File: src/rtl/ifu_fetch_if.sv
// Fetch unit bus: memory request/response plus redirect and decode handshake.
// master is the fetch unit, slave is the memory/decode/redirect environment.
interface ifu_fetch_if #(
  parameter int ADDR_WIDTH = 12,
  parameter int TAG_WIDTH  = 2
);
  logic                  flush_in;
  logic [ADDR_WIDTH-1:0] flush_pc;
  logic [ADDR_WIDTH-1:0] mem_raddr;
  logic                  mem_rvalid_in;
  logic [TAG_WIDTH-1:0]  mem_rtag_in;
  logic [31:0]           mem_rdata;
  logic                  mem_rvalid_out;
  logic [TAG_WIDTH-1:0]  mem_rtag_out;
  logic                  dec_valid;
  logic                  dec_ready;
  logic [31:0]           dec_instr;
  logic [ADDR_WIDTH-1:0] dec_pc;

  modport master (
    input  flush_in,
    input  flush_pc,
    output mem_raddr,
    output mem_rvalid_in,
    output mem_rtag_in,
    input  mem_rdata,
    input  mem_rvalid_out,
    input  mem_rtag_out,
    output dec_valid,
    input  dec_ready,
    output dec_instr,
    output dec_pc
  );

  modport slave (
    output flush_in,
    output flush_pc,
    input  mem_raddr,
    input  mem_rvalid_in,
    input  mem_rtag_in,
    output mem_rdata,
    output mem_rvalid_out,
    output mem_rtag_out,
    input  dec_valid,
    output dec_ready,
    input  dec_instr,
    input  dec_pc
  );
endinterface

File: src/rtl/ifu_fetch.sv
// Instruction fetch front-end: epoch-tagged sequential fetch from a
// 1-cycle instruction memory into a small buffer feeding decode.
module ifu_fetch #(
  parameter int          ADDR_WIDTH = 12,
  parameter int unsigned RESET_PC   = 0,
  parameter int          TAG_WIDTH  = 2,
  parameter int          FIFO_DEPTH = 4
) (
  input logic        clk,
  input logic        rst,
  ifu_fetch_if.master bus
);

  localparam int PW = $clog2(FIFO_DEPTH);

  typedef struct packed {
    logic [ADDR_WIDTH-1:0] pc;
    logic [31:0]           instr;
  } ent_t;

  ent_t                  buf_q [FIFO_DEPTH];
  logic [PW-1:0]         rd_q;
  logic [PW-1:0]         wr_q;
  logic [PW:0]           cnt_q;
  logic [PW:0]           cnt_d;
  logic [ADDR_WIDTH-1:0] pc_q;
  logic [ADDR_WIDTH-1:0] pc_d;
  logic [ADDR_WIDTH-1:0] pend_q;
  logic [TAG_WIDTH-1:0]  ep_q;
  logic                  infl_q;
  logic [PW+1:0]         used;
  logic                  issue;
  logic                  push;
  logic                  pop;
  logic                  vld;

  // Credit counts the in-flight request but not a same-cycle pop.
  assign used  = {1'b0, cnt_q} + {{(PW+1){1'b0}}, infl_q};
  assign issue = !rst && !bus.flush_in
              && (used < (PW+2)'(FIFO_DEPTH));
  assign push  = bus.mem_rvalid_out
              && (bus.mem_rtag_out == ep_q)
              && !bus.flush_in;
  assign vld   = (cnt_q != '0);
  assign pop   = vld && bus.dec_ready;

  assign bus.mem_raddr     = pc_q;
  assign bus.mem_rvalid_in = issue;
  assign bus.mem_rtag_in   = ep_q;
  assign bus.dec_valid     = vld;
  assign bus.dec_instr     = buf_q[rd_q].instr;
  assign bus.dec_pc        = buf_q[rd_q].pc;

  always_comb begin
    pc_d = pc_q;
    if (bus.flush_in) begin
      pc_d = bus.flush_pc & ~ADDR_WIDTH'(3);
    end else if (issue) begin
      pc_d = pc_q + ADDR_WIDTH'(4);
    end
  end

  always_comb begin
    cnt_d = cnt_q;
    unique case (1'b1)
      push && !pop: cnt_d = cnt_q + (PW+1)'(1);
      pop && !push: cnt_d = cnt_q - (PW+1)'(1);
      default:      cnt_d = cnt_q;
    endcase
  end

  always_ff @(posedge clk or posedge rst) begin
    if (rst) begin
      pc_q   <= ADDR_WIDTH'(RESET_PC);
      pend_q <= '0;
      ep_q   <= '0;
      infl_q <= 1'b0;
      rd_q   <= '0;
      wr_q   <= '0;
      cnt_q  <= '0;
      for (int i = 0; i < FIFO_DEPTH; i++) begin
        buf_q[i] <= '0;
      end
    end else if (bus.flush_in) begin
      pc_q   <= pc_d;
      ep_q   <= ep_q + TAG_WIDTH'(1);
      infl_q <= 1'b0;
      rd_q   <= '0;
      wr_q   <= '0;
      cnt_q  <= '0;
    end else begin
      pc_q   <= pc_d;
      infl_q <= issue;
      cnt_q  <= cnt_d;
      if (issue) begin
        pend_q <= pc_q;
      end
      if (push) begin
        buf_q[wr_q] <= '{pc: pend_q, instr: bus.mem_rdata};
        wr_q        <= wr_q + PW'(1);
      end
      if (pop) begin
        rd_q <= rd_q + PW'(1);
      end
    end
  end

  a_no_overflow: assert property (
    @(posedge clk) disable iff (rst)
    !(push && cnt_q == (PW+1)'(FIFO_DEPTH))
  );

endmodule

File: src/flat_wrapper.sv
// flat-port wrapper written by rule: the top's interface ports become plain ports
module ifu_fetch_flat 
#(
  parameter int          ADDR_WIDTH = 12,
  parameter int unsigned RESET_PC   = 0,
  parameter int          TAG_WIDTH  = 2,
  parameter int          FIFO_DEPTH = 4
)
  (clk, rst, bus_flush_in, bus_flush_pc, bus_mem_raddr, bus_mem_rvalid_in, bus_mem_rtag_in, bus_mem_rdata, bus_mem_rvalid_out, bus_mem_rtag_out, bus_dec_valid, bus_dec_ready, bus_dec_instr, bus_dec_pc);
  ifu_fetch_if #(.ADDR_WIDTH(ADDR_WIDTH), .TAG_WIDTH(TAG_WIDTH)) bus_i ();
  input logic clk;
  input logic rst;
  input wire logic [$bits(bus_i.flush_in)-1:0] bus_flush_in;
  input wire logic [$bits(bus_i.flush_pc)-1:0] bus_flush_pc;
  output wire logic [$bits(bus_i.mem_raddr)-1:0] bus_mem_raddr;
  output wire logic [$bits(bus_i.mem_rvalid_in)-1:0] bus_mem_rvalid_in;
  output wire logic [$bits(bus_i.mem_rtag_in)-1:0] bus_mem_rtag_in;
  input wire logic [$bits(bus_i.mem_rdata)-1:0] bus_mem_rdata;
  input wire logic [$bits(bus_i.mem_rvalid_out)-1:0] bus_mem_rvalid_out;
  input wire logic [$bits(bus_i.mem_rtag_out)-1:0] bus_mem_rtag_out;
  output wire logic [$bits(bus_i.dec_valid)-1:0] bus_dec_valid;
  input wire logic [$bits(bus_i.dec_ready)-1:0] bus_dec_ready;
  output wire logic [$bits(bus_i.dec_instr)-1:0] bus_dec_instr;
  output wire logic [$bits(bus_i.dec_pc)-1:0] bus_dec_pc;
  assign bus_i.flush_in = bus_flush_in;
  assign bus_i.flush_pc = bus_flush_pc;
  assign bus_mem_raddr = bus_i.mem_raddr;
  assign bus_mem_rvalid_in = bus_i.mem_rvalid_in;
  assign bus_mem_rtag_in = bus_i.mem_rtag_in;
  assign bus_i.mem_rdata = bus_mem_rdata;
  assign bus_i.mem_rvalid_out = bus_mem_rvalid_out;
  assign bus_i.mem_rtag_out = bus_mem_rtag_out;
  assign bus_dec_valid = bus_i.dec_valid;
  assign bus_i.dec_ready = bus_dec_ready;
  assign bus_dec_instr = bus_i.dec_instr;
  assign bus_dec_pc = bus_i.dec_pc;
  ifu_fetch #(.ADDR_WIDTH(ADDR_WIDTH), .RESET_PC(RESET_PC), .TAG_WIDTH(TAG_WIDTH), .FIFO_DEPTH(FIFO_DEPTH)) u_core (.clk(clk), .rst(rst), .bus(bus_i));
endmodule
File: config.mk
export PLATFORM = sky130hd
export DESIGN_NAME = ifu_fetch_flat
export DESIGN_NICKNAME = d
export VERILOG_FILES = /design/src/rtl/ifu_fetch_if.sv /design/src/rtl/ifu_fetch.sv /design/src/flat_wrapper.sv
export SDC_FILE = /design/constraint.sdc
export NUM_CORES = 1
export LEC_CHECK = 0
export BUFFER_PORTS_ARGS = -buffer_cell sky130_fd_sc_hd__buf_4
export CAP_MARGIN = 25
export CORE_ASPECT_RATIO = 0.9
export CORE_MARGIN = 8
export CORE_UTILIZATION = 50
export CTS_BUF_LIST = sky130_fd_sc_hd__clkbuf_16
export DETAILED_ROUTE_END_ITERATION = 16
export PLACE_DENSITY = 0.72
export SYNTH_ARGS = -nofsm -noshare
export SYNTH_HDL_FRONTEND = slang
export SYNTH_SLANG_ARGS = --single-unit
File: constraint.sdc
create_clock -name clk -period 9.4 [get_ports clk]
set_input_delay 1.88 -clock clk [delete_from_list [all_inputs] [get_ports clk]]
set_output_delay 1.88 -clock clk [all_outputs]
set_load 0.03 [all_outputs]
==> flow_summary.json, run 1 <==
{
  "outcome": "finished, final reports clean",
  "skew_ns": 0.00734,
  "flow.area_growth_from_synthesis_pct": 17.1,
  "synth_cells": 574,
  "cp_slowest_cell": "nor2_1",
  "syn_area_um2": 8800,
  "route.antenna.remaining_nets": 0,
  "rrSetupSlack_ns": 6.97,
  "path_clk_slew_ns": 0.06,
  "drc": 0,
  "crit_path_end": "bus_mem_rvalid_in",
  "r2r_cells": 5,
  "worst_pin_slew_ns": 0.924,
  "wl_per_cell_um": 19.8,
  "wirelength_mm": 18.3,
  "min_path_type": "flop to flop",
  "synthFlopType": "dfrtp_1",
  "antenna_found_initial": 0,
  "clock_sinks": 198,
  "synth_simple_gate_area_share_pct": 4.35,
  "worst-path-max-fanout": 6,
  "slew_violations": 0,
  "maxCapViolCount": 0,
  "gp_congestion": 0.792,
  "synth-compound-area-share_pct": 2.00,
  "cts_max_level": 4,
  "final_common_cell": "dfrtp_1",
  "synth_area_per_cell_um2": 15.3,
  "cts_max_path_buffers": 2,
  "synth.area.mux_share_pct": 32.7,
  "crit_path_max_incr_delay_ns": 0.37,
  "yosysWarningCount": 0,
  "cp_num_buf_inv": 3,
  "async_reset_ff_share_pct": 100,
  "endpoint_kind": "primary output",
  "fmax_mhz": 213,
  "core_area_um2": 17400,
  "worst-endpoint-required_ns": 7.52,
  "cts_tree": "yes",
  "diodes": 0,
  "post_drt_via_cell_ratio": 5.49,
  "yosysUniqueCellTypes": 41,
  "slew_headroom_pct": 38.4,
  "start_util_pct": 50.5,
  "rsz0062_at_grt": "no",
  "postLayoutCoreUtil_pct": 59.1,
  "grt_usage_pct": 17.8,
  "drt_iter0_markers": 197,
  "clk_latency_ns": 0.43,
  "grt_pass1_vias": 5695,
  "seq_area_um2": 4960,
  "clock-root-buffer": "clkbuf_16",
  "rr_startpoint": "u_core.bus.mem_rtag_in[1]$_DFFE_PP0P_",
  "ir_worst_vdd_uv": 196,
  "ys_ff_latch": 198,
  "ios": 111,
  "synth_fa_ha_area_share_pct": 0.938,
  "dieArea_um2": 22100,
  "powerDensity_nw_per_um2": 299,
  "final.period_utilization_pct": 49.9,
  "cp_num_cells": 5,
  "multi_input_area_um2": 3610,
  "via_count": 5069,
  "die_w_um": 156,
  "numCtsBuffers": 17,
  "synth_xor_area_share_pct": 0.895,
  "start_kind": "input pin",
  "postCtsHoldBufs": 0,
  "synth_top_family_by_area": "multiplexers",
  "hold_violations": 0,
  "drive_gt1_share_pct": 28.8,
  "synth_edf_count": 0,
  "path_delay_family": "simple AND/OR/NAND/NOR gates",
  "p_leak_nw": 5.07,
  "layout_common_cells": "dfrtp_1 (196), mux2_1 (160), buf_4 (111)",
  "cts.repair.resized": 0,
  "whs_ns": 0.486,
  "critPathKind": "input pin to primary output",
  "die_h_um": 142,
  "postCtsSetupBuffers": 0,
  "grt_max_degree": 123,
  "critPathLaunch": "rst",
  "portBuffers": 104,
  "finalSetupViolations": 0,
  "placementRows": 46,
  "r2r_end": "u_core.buf_q[104]$_DFFE_PP0P_",
  "dp_hpwl_mm": 11.7,
  "dp_slack_ns": 4.76,
  "grt_pass1_wl_mm": 30.4,
  "cpMostUsedCell": "buf_4",
  "synth_seq_area_share_pct": 56.3,
  "fin_ws_ns": 4.71,
  "cp.arrival_ns": 2.81,
  "crit_path_cell_trace": "buf_4 > nor2_1 > nand3b_1 > inv_1 > buf_4",
  "fin_crit_ns": 4.69,
  "grt_overflow_total": 0,
  "nFillCells": 1383,
  "tns_ns": 0,
  "dr.pass1.iters": 4,
  "layout.nets": 728
}
-- kinds of logic after synthesis --
logic type | after synthesis
buffers and inverters | 43
adder cells (fa/ha/maj) | 6
AO/OA/AOI/OAI | 22
multiplexers | 214
other | 1
AND/OR/NAND/NOR | 81
XOR/XNOR | 9
flip-flops | 198
-- final cells by class --
type | count | share of cell area, %
sequential | 198 | 48.1
inverter | 6 | 0.291
tap | 240 | 2.91
timing repair buffer | 112 | 8.35
clock buffer | 17 | 4.13
clock inverter | 14 | 1.16
multi-input combinational | 336 | 35.1
-- worst min-delay path by stage --
| stage | from | endpoint | slack (ns) | cells past startpoint |
|---|---|---|---|---|
| floorplan | u_core.buf_q[44]$_DFFE_PP0P_ | u_core.buf_q[44]$_DFFE_PP0P_ | 0.46 | 1 |
| global placement | u_core.buf_q[56]$_DFFE_PP0P_ | u_core.buf_q[56]$_DFFE_PP0P_ | 0.47 | 1 |
| detailed placement | u_core.buf_q[70]$_DFFE_PP0P_ | u_core.buf_q[70]$_DFFE_PP0P_ | 0.48 | 1 |
| CTS | u_core.buf_q[2]$_DFFE_PP0P_ | u_core.buf_q[2]$_DFFE_PP0P_ | 0.49 | 1 |
| global route | u_core.buf_q[50]$_DFFE_PP0P_ | u_core.buf_q[50]$_DFFE_PP0P_ | 0.50 | 1 |
| finish | u_core.buf_q[13]$_DFFE_PP0P_ | u_core.buf_q[13]$_DFFE_PP0P_ | 0.49 | 1 |
-- synthesized netlist by cell type, drive strengths merged (2+ instances only) --
| cell | instances | share of area [%] |
|---|---|---|
| dfrtp | 198 | 56 |
| mux2 | 169 | 22 |
| nand2 | 45 | 2.0 |
| mux4 | 42 | 11 |
| buf | 29 | 2.2 |
| nor2 | 9 | 0.38 |
| clkbuf | 8 | 0.34 |
| a221o | 7 | 0.80 |
| xnor2 | 7 | 0.70 |
| nand3 | 6 | 0.34 |
| ha | 5 | 0.71 |
| inv | 5 | 0.21 |
| nor3 | 5 | 0.28 |
| a31oi | 4 | 0.28 |
| a21o | 3 | 0.26 |
| mux2i | 3 | 0.34 |
| nand3b | 3 | 0.26 |
| nor4 | 3 | 0.21 |
| a22oi | 2 | 0.17 |
| nand2b | 2 | 0.14 |
| nor2b | 2 | 0.14 |
| or3 | 2 | 0.20 |
| xor2 | 2 | 0.20 |
-- sequential cells by signal, summed over array words and instances, names as in the netlist --
name                    count
u_core.rd_q                 2
u_core.bus.mem_raddr       10
u_core.infl_q               1
u_core.buf_q              168
u_core.bus.mem_rtag_in      2
u_core.pend_q              10
u_core.wr_q                 2
u_core.cnt_q                3
-- metal layers --
layer  part of all wire, %  track usage [%]
met5                     0                0
met4                   1.1             5.92
met1                    44             22.5
met3                   4.7             4.68
met2                    50             29.2
-- worst register-to-register path, cell delays in order, from the launching register on --
cell	delay [ns]
dfrtp_1	0.41
xnor2_1	0.24
and4b_1	0.39
nand2_2	0.43
buf_4	0.45
mux2_1	0.39
-- per-stage QoR --
step | cells | power, W | area [um2]
finish | 923 | 0.00309 | 10300
global route | 923 | 0.00325 | 10300
CTS | 922 | 0.00313 | 10300
detailed placement | 891 | 0.00244 | 9740
global placement | 891 | 0.00239 | 9740
floorplan | 577 | 0.00205 | 8810
-- where the power goes --
group	switching (W)	internal, W	total (W)
Combinational	0.000575	0.000547	0.00112
Clock	0.000301	0.000383	0.000684
Sequential	0.000204	0.00108	0.00128
Power figures use the tool's default switching activity.
==> run 2, diff against run 1 <==
PLACE_DENSITY = 0.75   (was 0.72)
clock period = 4.1 ns   (was 9.4 ns; I/O delays follow)
==> run 2 against run 1 <==
  * Power is 130% higher
  * Global-route usage decreased by 0.20 points
  * Hold slack worse by 0.0016 ns
  * Clock power up 150%
  * Sequential share of layout area is 0.30 points lower
==> flow_summary.json, run 2 (synthesized netlist as in run 1, its figures left out) <==
{
  "powerDensity_nw_per_um2": 695,
  "ios": 111,
  "crit_path_cell_trace": "mux4_2 > buf_4",
  "flow.area_growth_from_synthesis_pct": 17.9,
  "route.antenna.remaining_nets": 0,
  "fin_crit_ns": 3.15,
  "cp_slowest_cell": "dfrtp_4",
  "clock_sinks": 198,
  "start_util_pct": 50.5,
  "placementRows": 46,
  "slew_headroom_pct": 37.9,
  "p_leak_nw": 5.08,
  "hold_violations": 0,
  "fmax_mhz": 317,
  "antenna_found_initial": 0,
  "portBuffers": 104,
  "cts.repair.resized": 0,
  "via_count": 5112,
  "wl_per_cell_um": 19.9,
  "cts_tree": "yes",
  "grt_max_degree": 102,
  "grt_overflow_total": 0,
  "layout_common_cells": "dfrtp_1 (196), mux2_1 (160), buf_4 (111)",
  "layout.nets": 729,
  "largest_reg_flops": 168,
  "cts_max_level": 4,
  "clock-root-buffer": "clkbuf_16",
  "endpoint_kind": "primary output",
  "gp_congestion": 0.775,
  "path_clk_slew_ns": 0.07,
  "drc": 0,
  "dp_hpwl_mm": 12.3,
  "die_w_um": 156,
  "dieArea_um2": 22100,
  "outcome": "finished, final reports clean",
  "core_area_um2": 17400,
  "worst-path-max-fanout": 44,
  "worst-endpoint-required_ns": 3.28,
  "die_h_um": 142,
  "final.period_utilization_pct": 76.8,
  "rsz0062_at_grt": "no",
  "skew_ns": 0.0134,
  "clk_latency_ns": 0.42,
  "cp.arrival_ns": 2.33,
  "drt_iter0_markers": 199,
  "min_path_type": "flop to flop",
  "postCtsSetupBuffers": 0,
  "grt_usage_pct": 17.6,
  "final_common_cell": "dfrtp_1",
  "ir_worst_vdd_uv": 445,
  "maxCapViolCount": 0,
  "finalSetupViolations": 0,
  "critPathKind": "flop to primary output",
  "drive_gt1_share_pct": 29.5,
  "worst_pin_slew_ns": 0.931,
  "diodes": 0,
  "grt_pass1_vias": 5608,
  "largest_register": "u_core.buf_q",
  "slew_violations": 0,
  "tns_ns": 0,
  "numCtsBuffers": 17,
  "grt_pass1_wl_mm": 30.1,
  "post_drt_via_cell_ratio": 5.53,
  "finalInstanceArea_um2": 10400,
  "place_area_um2": 9770,
  "cts_max_path_buffers": 2,
  "start_kind": "flop",
  "postLayoutCoreUtil_pct": 59.5,
  "wirelength_mm": 18.4,
  "postCtsHoldBufs": 0,
  "dr.pass1.iters": 4,
  "crit_path_max_incr_delay_ns": 1.05
}
-- run 2: cell types whose count changed in the layout (fill, tap and decap cells not counted) --
cell and delta:
buf_12 +2, buf_16 -1, bufinv_16 +1, clkinv_1 -2, clkinv_2 -4, clkinvlp_4 +4, inv_1 -1, inv_6 +4
inv_8 -1
-- run 2: layer usage --
metal / GRT usage [%] / vias up / routed length, um / share of wire (%)
li1: - / 2287 / - / -
met1: 21.3 / 2669 / 7730 / 42
met2: 30.6 / 141 / 9510 / 52
met3: 4.74 / 15 / 985 / 5.4
met4: 4.08 / 0 / 136 / 0.74
met5: 0 / - / 0 / 0
-- run 2: critical path, delay by kind of cell (launching register included) --
family	cells	cell delay [ns]
DFF	1	1.05
muxes	1	0.65
buffers and inverters	1	0.19
-- run 2: cell type report --
cell class                      instances  area (um2)
Clock buffer                           17         425
Clock inverter                         15         176
Fill cell                            1349        7060
Inverter                                6        26.3
Multi-Input combinational cell        336        3610
Sequential cell                       198        4960
Tap cell                              240         300
Timing Repair Buffer                  113         873
-- run 2: power by group --
| group | total, W | internal (W) | switching, W |
|---|---|---|---|
| clock network | 0.00169 | 0.000963 | 0.000726 |
| registers | 0.00294 | 0.00247 | 0.000473 |
| logic | 0.00258 | 0.00126 | 0.00133 |
| total | 0.00722 | 0.00469 | 0.00253 |
-- run 2: final timing paths --
| check | from | end | slack [ns] | cells past startpoint |
|---|---|---|---|---|
| min reg2reg | u_core.buf_q[7]$_DFFE_PP0P_ | u_core.buf_q[7]$_DFFE_PP0P_ | 0.48 | 1 |
| max | u_core.rd_q[0]$_DFFE_PP0P_ | bus_dec_pc[6] | 0.95 | 2 |
| max in group asynchronous | rst | u_core.buf_q[1]$_DFFE_PP0P_ | 3.08 | 3 |
| min | u_core.buf_q[7]$_DFFE_PP0P_ | u_core.buf_q[7]$_DFFE_PP0P_ | 0.48 | 1 |
| max reg2reg | u_core.cnt_q[0]$_DFFE_PP0P_ | u_core.bus.mem_raddr[8]$_DFFE_PP0P_ | 1.69 | 5 |
| min in group asynchronous | rst | u_core.cnt_q[1]$_DFFE_PP0P_ | 0.56 | 3 |
-- run 2: through the flow --
stage / std cells / hold WS, ns / total power (W) / worst slack (ns)
finish: 925 / 0.485 / 0.00722 / 0.950
global route: 925 / 0.504 / 0.00760 / 0.786
CTS: 925 / 0.491 / 0.00732 / 0.858
detailed placement: 893 / 0.475 / 0.00561 / 1.15
global placement: 893 / 0.468 / 0.00548 / 1.19
floorplan: 577 / 0.459 / 0.00470 / 0.720
